==> src/rtl/adder_pkg.sv <==
// Shared constants and helpers for the adder_pipe reduction pipeline.
package adder_pkg;

  // Ceiling log2; clog2(1) == 0.
  function automatic int unsigned clog2(input int unsigned v);
    int unsigned r;
    r = 0;
    while ((64'd1 << r) < 64'(v)) r++;
    return r;
  endfunction

  // Number of operands entering tree level lvl (level 0 sees all num operands).
  function automatic int unsigned level_num(input int unsigned num, input int unsigned lvl);
    int unsigned n;
    n = num;
    for (int unsigned s = 0; s < lvl; s++) n = (n + 1) / 2;
    return n;
  endfunction

  // Accumulator width: operand width, one bit per tree level, plus beat headroom.
  function automatic int unsigned acc_width(input int unsigned width, input int unsigned num,
                                            input int unsigned beats);
    return width + clog2(num) + clog2(beats);
  endfunction

  // Signed range limits of a width-bit result.
  function automatic longint sat_hi(input int unsigned width);
    return (64'sd1 <<< (width - 1)) - 64'sd1;
  endfunction

  function automatic longint sat_lo(input int unsigned width);
    return -(64'sd1 <<< (width - 1));
  endfunction

endpackage

==> src/rtl/adder_stage.sv <==
// One registered level of the adder tree: pairwise signed add, odd leftover passes
// through sign-extended. Data, valid and last advance only when en is high.
module adder_stage #(
  parameter int unsigned IN_NUM   = 2,
  parameter int unsigned IN_WIDTH = 8
) (
  input  logic                                              clk,
  input  logic                                              rst_n,
  input  logic                                              en,
  input  logic                                              in_valid,
  input  logic                                              in_last,
  input  logic [IN_NUM*IN_WIDTH-1:0]                        in_data,
  output logic                                              out_valid,
  output logic                                              out_last,
  output logic [((IN_NUM+1)/2)*(IN_WIDTH+1)-1:0]            out_data
);

  localparam int unsigned OutNum   = (IN_NUM + 1) / 2;
  localparam int unsigned OutWidth = IN_WIDTH + 1;

  logic [OutNum*OutWidth-1:0] sum_w;
  logic [OutNum*OutWidth-1:0] data_d, data_q;
  logic                       valid_d, valid_q;
  logic                       last_d, last_q;

  for (genvar j = 0; j < OutNum; j++) begin : g_pair
    logic signed [IN_WIDTH-1:0] a;
    assign a = in_data[2*j*IN_WIDTH +: IN_WIDTH];
    if (2 * j + 1 < IN_NUM) begin : g_add
      logic signed [IN_WIDTH-1:0] b;
      assign b = in_data[(2*j+1)*IN_WIDTH +: IN_WIDTH];
      assign sum_w[j*OutWidth +: OutWidth] = OutWidth'(a) + OutWidth'(b);
    end else begin : g_pass
      assign sum_w[j*OutWidth +: OutWidth] = OutWidth'(a);
    end
  end

  // Next state: advance on enable; bubbles keep old data so nothing toggles needlessly.
  always_comb begin
    data_d  = data_q;
    valid_d = valid_q;
    last_d  = last_q;
    if (en) begin
      valid_d = in_valid;
      last_d  = in_valid && in_last;
      if (in_valid) data_d = sum_w;
    end
  end

  // Level registers.
  always_ff @(posedge clk or negedge rst_n) begin
    if (!rst_n) begin
      data_q  <= '0;
      valid_q <= 1'b0;
      last_q  <= 1'b0;
    end else begin
      data_q  <= data_d;
      valid_q <= valid_d;
      last_q  <= last_d;
    end
  end

  assign out_data  = data_q;
  assign out_valid = valid_q;
  assign out_last  = last_q;

endmodule

==> src/rtl/adder_pipe.sv <==
// Pipelined packet summer: NUM signed operands per beat reduced by a registered
// adder tree, then accumulated per packet. Optional ADDER_PIPE_SAT_EN clamps an
// out-of-range sum instead of wrapping it.
module adder_pipe import adder_pkg::*; #(
  parameter int unsigned NUM           = 4,
  parameter int unsigned WIDTH         = 32,
  parameter int unsigned ACC_BEATS_MAX = 16
) (
  input  logic                 clk,
  input  logic                 rst_n,
  input  logic [NUM*WIDTH-1:0] i,
  input  logic                 i_valid,
  input  logic                 i_last,
  output logic                 i_ready,
  output logic [WIDTH-1:0]     o,
  output logic                 o_valid,
  input  logic                 o_ready,
  output logic                 o_ovf
);

  localparam int unsigned L    = clog2(NUM);
  localparam int unsigned TW   = WIDTH + L;
  localparam int unsigned AW   = acc_width(WIDTH, NUM, ACC_BEATS_MAX);
  localparam int unsigned CntW = (clog2(ACC_BEATS_MAX) > 0) ? clog2(ACC_BEATS_MAX) : 1;

  localparam logic signed [AW-1:0] SatHi = AW'(sat_hi(WIDTH));
  localparam logic signed [AW-1:0] SatLo = AW'(sat_lo(WIDTH));

  logic                 en;
  logic                 ready_d, ready_q;
  logic                 tree_valid, tree_last;
  logic signed [TW-1:0] tree_data;

  logic signed [AW-1:0] acc_d, acc_q, acc_base, sum_full;
  logic [CntW-1:0]      cnt_d, cnt_q;
  logic [WIDTH-1:0]     o_d, o_q, res;
  logic                 o_valid_d, o_valid_q, o_ovf_d, o_ovf_q;
  logic                 cnt_end, pkt_end, rng_ovf, beat, load;

  // The whole pipeline moves in lockstep; only a held result at the output stops it.
  assign en      = !(o_valid_q && !o_ready);
  assign i_ready = ready_q && en;

  for (genvar k = 0; k < L; k++) begin : g_lvl
    localparam int unsigned InNum = level_num(NUM, k);
    localparam int unsigned InW   = WIDTH + k;
    logic [level_num(NUM, k + 1)*(InW+1)-1:0] data;
    logic                                     valid;
    logic                                     last;
    if (k == 0) begin : g_head
      adder_stage #(.IN_NUM(InNum), .IN_WIDTH(InW)) u_stage (
        .clk      (clk),
        .rst_n    (rst_n),
        .en       (en),
        .in_valid (i_valid && i_ready),
        .in_last  (i_last),
        .in_data  (i),
        .out_valid(valid),
        .out_last (last),
        .out_data (data)
      );
    end else begin : g_body
      adder_stage #(.IN_NUM(InNum), .IN_WIDTH(InW)) u_stage (
        .clk      (clk),
        .rst_n    (rst_n),
        .en       (en),
        .in_valid (g_lvl[k-1].valid),
        .in_last  (g_lvl[k-1].last),
        .in_data  (g_lvl[k-1].data),
        .out_valid(valid),
        .out_last (last),
        .out_data (data)
      );
    end
  end

  assign tree_data  = g_lvl[L-1].data;
  assign tree_valid = g_lvl[L-1].valid;
  assign tree_last  = g_lvl[L-1].last;

  // Accumulate: a zero beat count marks the first beat, which restarts the sum.
  always_comb begin
    acc_base = (cnt_q == '0) ? '0 : acc_q;
    sum_full = acc_base + AW'(tree_data);
    cnt_end  = (cnt_q == CntW'(ACC_BEATS_MAX - 1));
    pkt_end  = tree_last || cnt_end;
    rng_ovf  = (sum_full > SatHi) || (sum_full < SatLo);
    beat     = en && tree_valid;
    load     = beat && pkt_end;
    acc_d    = acc_q;
    cnt_d    = cnt_q;
    if (beat) begin
      acc_d = pkt_end ? '0 : sum_full;
      cnt_d = pkt_end ? '0 : cnt_q + 1'b1;
    end
  end

  // Result formatting and output register next state.
  always_comb begin
`ifdef ADDER_PIPE_SAT_EN
    // Clamp only a genuinely out-of-range sum; a forced packet end with an in-range
    // sum still reports o_ovf but keeps its exact value.
    if (rng_ovf) res = sum_full[AW-1] ? SatLo[WIDTH-1:0] : SatHi[WIDTH-1:0];
    else         res = sum_full[WIDTH-1:0];
`else
    res = sum_full[WIDTH-1:0];
`endif
    o_d       = o_q;
    o_ovf_d   = o_ovf_q;
    o_valid_d = o_valid_q && !o_ready;
    if (load) begin
      o_d       = res;
      o_ovf_d   = rng_ovf || (cnt_end && !tree_last);
      o_valid_d = 1'b1;
    end
  end

  // Ready comes up on the first clock edge after reset releases.
  always_comb ready_d = 1'b1;

  // Accumulator, beat counter, output and ready registers.
  always_ff @(posedge clk or negedge rst_n) begin
    if (!rst_n) begin
      acc_q     <= '0;
      cnt_q     <= '0;
      o_q       <= '0;
      o_valid_q <= 1'b0;
      o_ovf_q   <= 1'b0;
      ready_q   <= 1'b0;
    end else begin
      acc_q     <= acc_d;
      cnt_q     <= cnt_d;
      o_q       <= o_d;
      o_valid_q <= o_valid_d;
      o_ovf_q   <= o_ovf_d;
      ready_q   <= ready_d;
    end
  end

  assign o       = o_q;
  assign o_valid = o_valid_q;
  assign o_ovf   = o_ovf_q;

endmodule

==> config.mk <==
export PLATFORM = sky130hd
export DESIGN_NAME = adder_pipe
export DESIGN_NICKNAME = d
export VERILOG_FILES = /design/src/rtl/adder_pkg.sv /design/src/rtl/adder_stage.sv /design/src/rtl/adder_pipe.sv
export SDC_FILE = /design/constraint.sdc
export NUM_CORES = 1
export LEC_CHECK = 0
export ABC_AREA = 1
export CAP_MARGIN = 5
export CORE_MARGIN = 1.5
export CORE_UTILIZATION = 35
export CTS_CLUSTER_DIAMETER = 120
export DETAILED_ROUTE_END_ITERATION = 6
export DONT_BUFFER_PORTS = 1
export HOLD_SLACK_MARGIN = 0.06
export REMOVE_ABC_BUFFERS = 1
export SLEW_MARGIN = 20
export SYNTH_ARGS = -nofsm -noshare
export SYNTH_HDL_FRONTEND = slang
export SYNTH_SLANG_ARGS = --single-unit
export TNS_END_PERCENT = 100
==> constraint.sdc <==
create_clock -name clk -period 3.5 [get_ports clk]
set_input_delay 0.875 -clock clk [delete_from_list [all_inputs] [get_ports clk]]
set_output_delay 0.875 -clock clk [all_outputs]
set_load 0.01 [all_outputs]
==> flow_summary.ini <==
[run_status]
outcome = finished with violations
violated_checks = design-rule violations

[timing]
setup_violations = 0
layout_worst_path_cycle_share_pct = 89.9
final_critical_delay_including_setup_and_external_delays_ps = 3140
clock_skew_ps = 17.8
rsz_0062_raised_after_global_routing = false
finalMaxSlewViolations = 0
final_critical_path_setup_slack_ps = 355
max-slew-margin-rel_pct = 55.2
worstMarginPinSlew_ps = 672
fmax_mhz = 318
timing_hold_violations_final = 0

[worst_setup_path]
critPathArrivalTime_ps = 3500
rr_endpoint = o_ovf$_DFFE_PN0P_
critical_setup_path_kind = reg -> reg
end_kind = flop
launch_point_of_the_worst_reg_to_reg_path = cnt_q[0]$_DFFE_PN0P_
timing.reg2reg.worst_path_depth = 23
critPathLaunch = cnt_q[0]$_DFFE_PN0P_
worst_path_largest_cell_delay_ps = 400
reg2reg_setup_slack_ps = 360
cp.required_ps = 3850
worst_setup_path_start_kind = flop
max_stage_delay_cell_worst_path = sky130_fd_sc_hd__dfrtp_1
crit_path_frequent_cell = sky130_fd_sc_hd__nand2_1
crit_path_cell_trace = inv_1, ha_1, nand3_2, clkinv_4, buf_2, buf_4, nor2_1, ha_1, nand2_1, nor4_2, inv_1, nor2_1, nand2_2, nand2_1, nand2_1, nand2_2, nand2_1, nor2_1, nand2_1, nand2_1, nand3_1, nand2_1, inv_1
cp_max_fo = 7

[routing]
drt_drc_violations_left = 6
drt-total-wl_mm = 43.2
routed.top_layer = met4
wirelength_met1_mm = 20.6
routedWlPerCell_um = 16.5
detail_route.vias_per_cell = 5.13
detailedRoute.firstPassIterationCount = 7
post_detailed_route_count_of_antenna_violating_nets = 0
met3WireLength_mm = 1.64
route.met2.wl_mm = 20.4
route.vias.total = 13500
detail_route.iter0.violations = 780

[grt]
grt.overflow.total = 0
grt_util_all_layers_pct = 20.2
grt_first_pass_wirelength_mm = 69.6
first_global_vias = 13300
antenna_found_initial = 0
grt_max_degree = 182

[die]
start_util_pct = 35.7
floorplan.io_pins = 168
die_w_um = 207
num_rows = 74
die-area_um2 = 43000
die_height_um = 207
design.core.area_um2 = 41000

[power]
power_density_nw_per_um2 = 801
ir_drop_uv = 414
total_leakage_power_uw = 0.00779

[yosys]
synth.distinct_cells = 51
netlist_area_um2 = 14600
synth-edff-count = 0
synth-main-ff-cell = sky130_fd_sc_hd__dfrtp_1
post-synth-top-area-cell = sky130_fd_sc_hd__dfrtp_1
postSynthRegisterBits = 181
yosysWarningCount = 0
postSynthAreaPerCell_um2 = 7.04
async_flop_share_pct = 100
post-synth-top-area-fraction_pct = 31.0
synth_area_leaders = sky130_fd_sc_hd__dfrtp_1 (31%), sky130_fd_sc_hd__nand2_1 (14%), sky130_fd_sc_hd__ha_1 (12%)
netlist_instances = 2077
yosysSeqAreaShare_pct = 31.0

[placed_design]
place_ws_ps = 197
numPortBuffers = 0
place_congestion = 0.945
post-place-cells = 2589
post-dp-hpwl_mm = 34.7
placedInstanceArea_um2 = 15300

[finish]
fin_area_um2 = 15900
instances_no_fill = 2628
syn2layout_area_growth_pct = 8.98
antenna_cells_inserted = 0
num-nets-final = 2356
share_of_cells_above_drive_strength_1_pct = 6.73

[cts]
tritoncts_sink_count = 181
cts.clk_slew.worst_paths_ps = 80
clock_path_buffers = 2
cts_hold_buffers = 0
cts_bufs_inserted = 17
clock_insertion_delay_worst_skew_ps = 460
clock_tree.root_cell = sky130_fd_sc_hd__clkbuf_16
cts_tree = built
cts-htree-levels = 4

[worst_hold_path]
min_delay_path_class = in -> async

[flow_run]
timing.max_cap.violations = 0
-- synthesized netlist by cell type, types with 3 or more instances --
cell,n
sky130_fd_sc_hd__or2_1,3
sky130_fd_sc_hd__nand4_1,10
sky130_fd_sc_hd__a21oi_2,7
sky130_fd_sc_hd__or2_0,5
sky130_fd_sc_hd__fa_1,4
sky130_fd_sc_hd__ha_1,136
sky130_fd_sc_hd__xor2_1,28
sky130_fd_sc_hd__a21o_1,12
sky130_fd_sc_hd__o21bai_1,13
sky130_fd_sc_hd__o21bai_2,4
sky130_fd_sc_hd__clkbuf_1,31
sky130_fd_sc_hd__o22ai_1,33
sky130_fd_sc_hd__o221ai_1,4
sky130_fd_sc_hd__o211ai_1,5
sky130_fd_sc_hd__nand3_1,91
sky130_fd_sc_hd__inv_2,5
sky130_fd_sc_hd__o21ai_2,3
sky130_fd_sc_hd__or2_2,22
sky130_fd_sc_hd__nor2_2,8
sky130_fd_sc_hd__nor4_1,9
sky130_fd_sc_hd__nand2_1,551
sky130_fd_sc_hd__dfrtp_1,181
sky130_fd_sc_hd__nor3_1,18
sky130_fd_sc_hd__buf_1,3
sky130_fd_sc_hd__o21a_1,12
sky130_fd_sc_hd__a221oi_1,7
sky130_fd_sc_hd__nand3b_1,10
sky130_fd_sc_hd__o21ai_1,10
sky130_fd_sc_hd__a21oi_1,146
sky130_fd_sc_hd__a31oi_1,20
sky130_fd_sc_hd__nand2_2,18
sky130_fd_sc_hd__xnor2_1,47
sky130_fd_sc_hd__nor2_1,196
sky130_fd_sc_hd__nand3_2,5
sky130_fd_sc_hd__inv_1,233
sky130_fd_sc_hd__o21ai_0,164
-- how the worst max path moves through the flow --
stage	to	slack, ps	depth (start not counted)
2_1_floorplan	g_lvl[0].g_head.u_stage.out_data[54]$_DFFE_PN0P_	-780	6
3_3_place_gp	o_ovf$_DFFE_PN0P_	250	25
3_5_place_dp	o_ovf$_DFFE_PN0P_	200	25
4_1_cts	o_ovf$_DFFE_PN0P_	170	25
5_1_grt	o_ovf$_DFFE_PN0P_	20	23
6_report	o_ovf$_DFFE_PN0P_	360	23
-- area by class of cell --
cell class	instances	area [um^2]
Fill cell	4391	25100
Multi-Input combinational cell	1621	9080
Sequential cell	181	4530
Inverter	239	902
Tap cell	532	666
Clock buffer	20	447
Timing Repair Buffer	23	195
Clock inverter	12	121
-- cells in the final DEF (no fill, tap or decap), drive strengths merged, types with 2 or more instances in the layout --
master    count
o311ai        2
nand2       571
o221ai        4
a21oi       155
o21bai       18
or2          30
nor3         18
clkbuf       20
clkinvlp      3
nand3        96
o21ai       177
nand3b       10
xor2         28
ha          136
a31oi        20
clkinv        6
o22ai        33
a211oi        2
inv         241
o21a         12
nor2        205
o211ai        5
xnor2        47
a221oi        7
fa            4
a21o         12
a21boi        5
nand4        10
dfrtp       181
nor4         11
buf          23
-- sequential cells by signal, indices dropped and copies added, names as in the netlist --
name / flops
g_lvl.g_head.u_stage.out_data: 66
acc_q: 38
g_lvl.g_body.u_stage.out_data: 34
o: 32
cnt_q: 4
g_lvl.g_head.u_stage.out_last: 1
g_lvl.g_head.u_stage.out_valid: 1
g_lvl.g_body.u_stage.out_last: 1
g_lvl.g_body.u_stage.out_valid: 1
o_ovf: 1
o_valid: 1
ready_q: 1
-- metal layers --
layer	up-vias	global-route usage [%]
li1	6896	-
met1	6216	27.1
met2	324	34.1
met3	39	2.81
met4	0	5.02
met5	-	0
-- what timing repair did --
item / CTS / global route
buffers inserted: 0 / 7
gates resized for setup: 0 / 7
endpoints found under the setup margin: 0 / 5
-- kinds of logic (layout without fill, tap and decap cells) --
group,after synthesis,in the layout,synth area share [%]
AOI/OAI and AO/OA,453,453,17.9
DFF,181,181,31.0
other,1,1,0.0256
xor gates and xnor gates,75,75,4.49
adders and majority gates,140,140,12.2
and+or+nand+nor,952,952,27.4
buffers and inverters,275,294,7.07
-- through the flow --
step / total power (uW) / hold WS (ps) / setup TNS (ps) / util, %
2_1_floorplan: 8740 / 448 / -28450 / -
3_3_place_gp: 10800 / 470 / 0 / 37.3
3_5_place_dp: 10800 / 473 / 0 / 37.3
4_1_cts: 12800 / 91.5 / 0 / 38.7
5_1_grt: 14000 / 85.7 / 0 / 38.9
6_report: 12800 / 111 / 0 / 38.9
-- critical path, delay by kind of cell (launching register included) --
family	cells	cell delay (ps)
adders and majority gates	2	520
buffers and inverters	6	660
DFF	1	400
and+or+nand+nor	15	1470
-- report_power, final --
| part | switching [uW] | internal, uW | leakage, uW | total, uW |
|---|---|---|---|---|
| Combinational | 4730 | 2660 | 0.00528 | 7390 |
| Clock | 912 | 1010 | 0.000270 | 1930 |
| Sequential | 598 | 2870 | 0.00223 | 3460 |
| Total | 6240 | 6540 | 0.00779 | 12800 |
No activity file was read; power rests on OpenSTA's default activity.
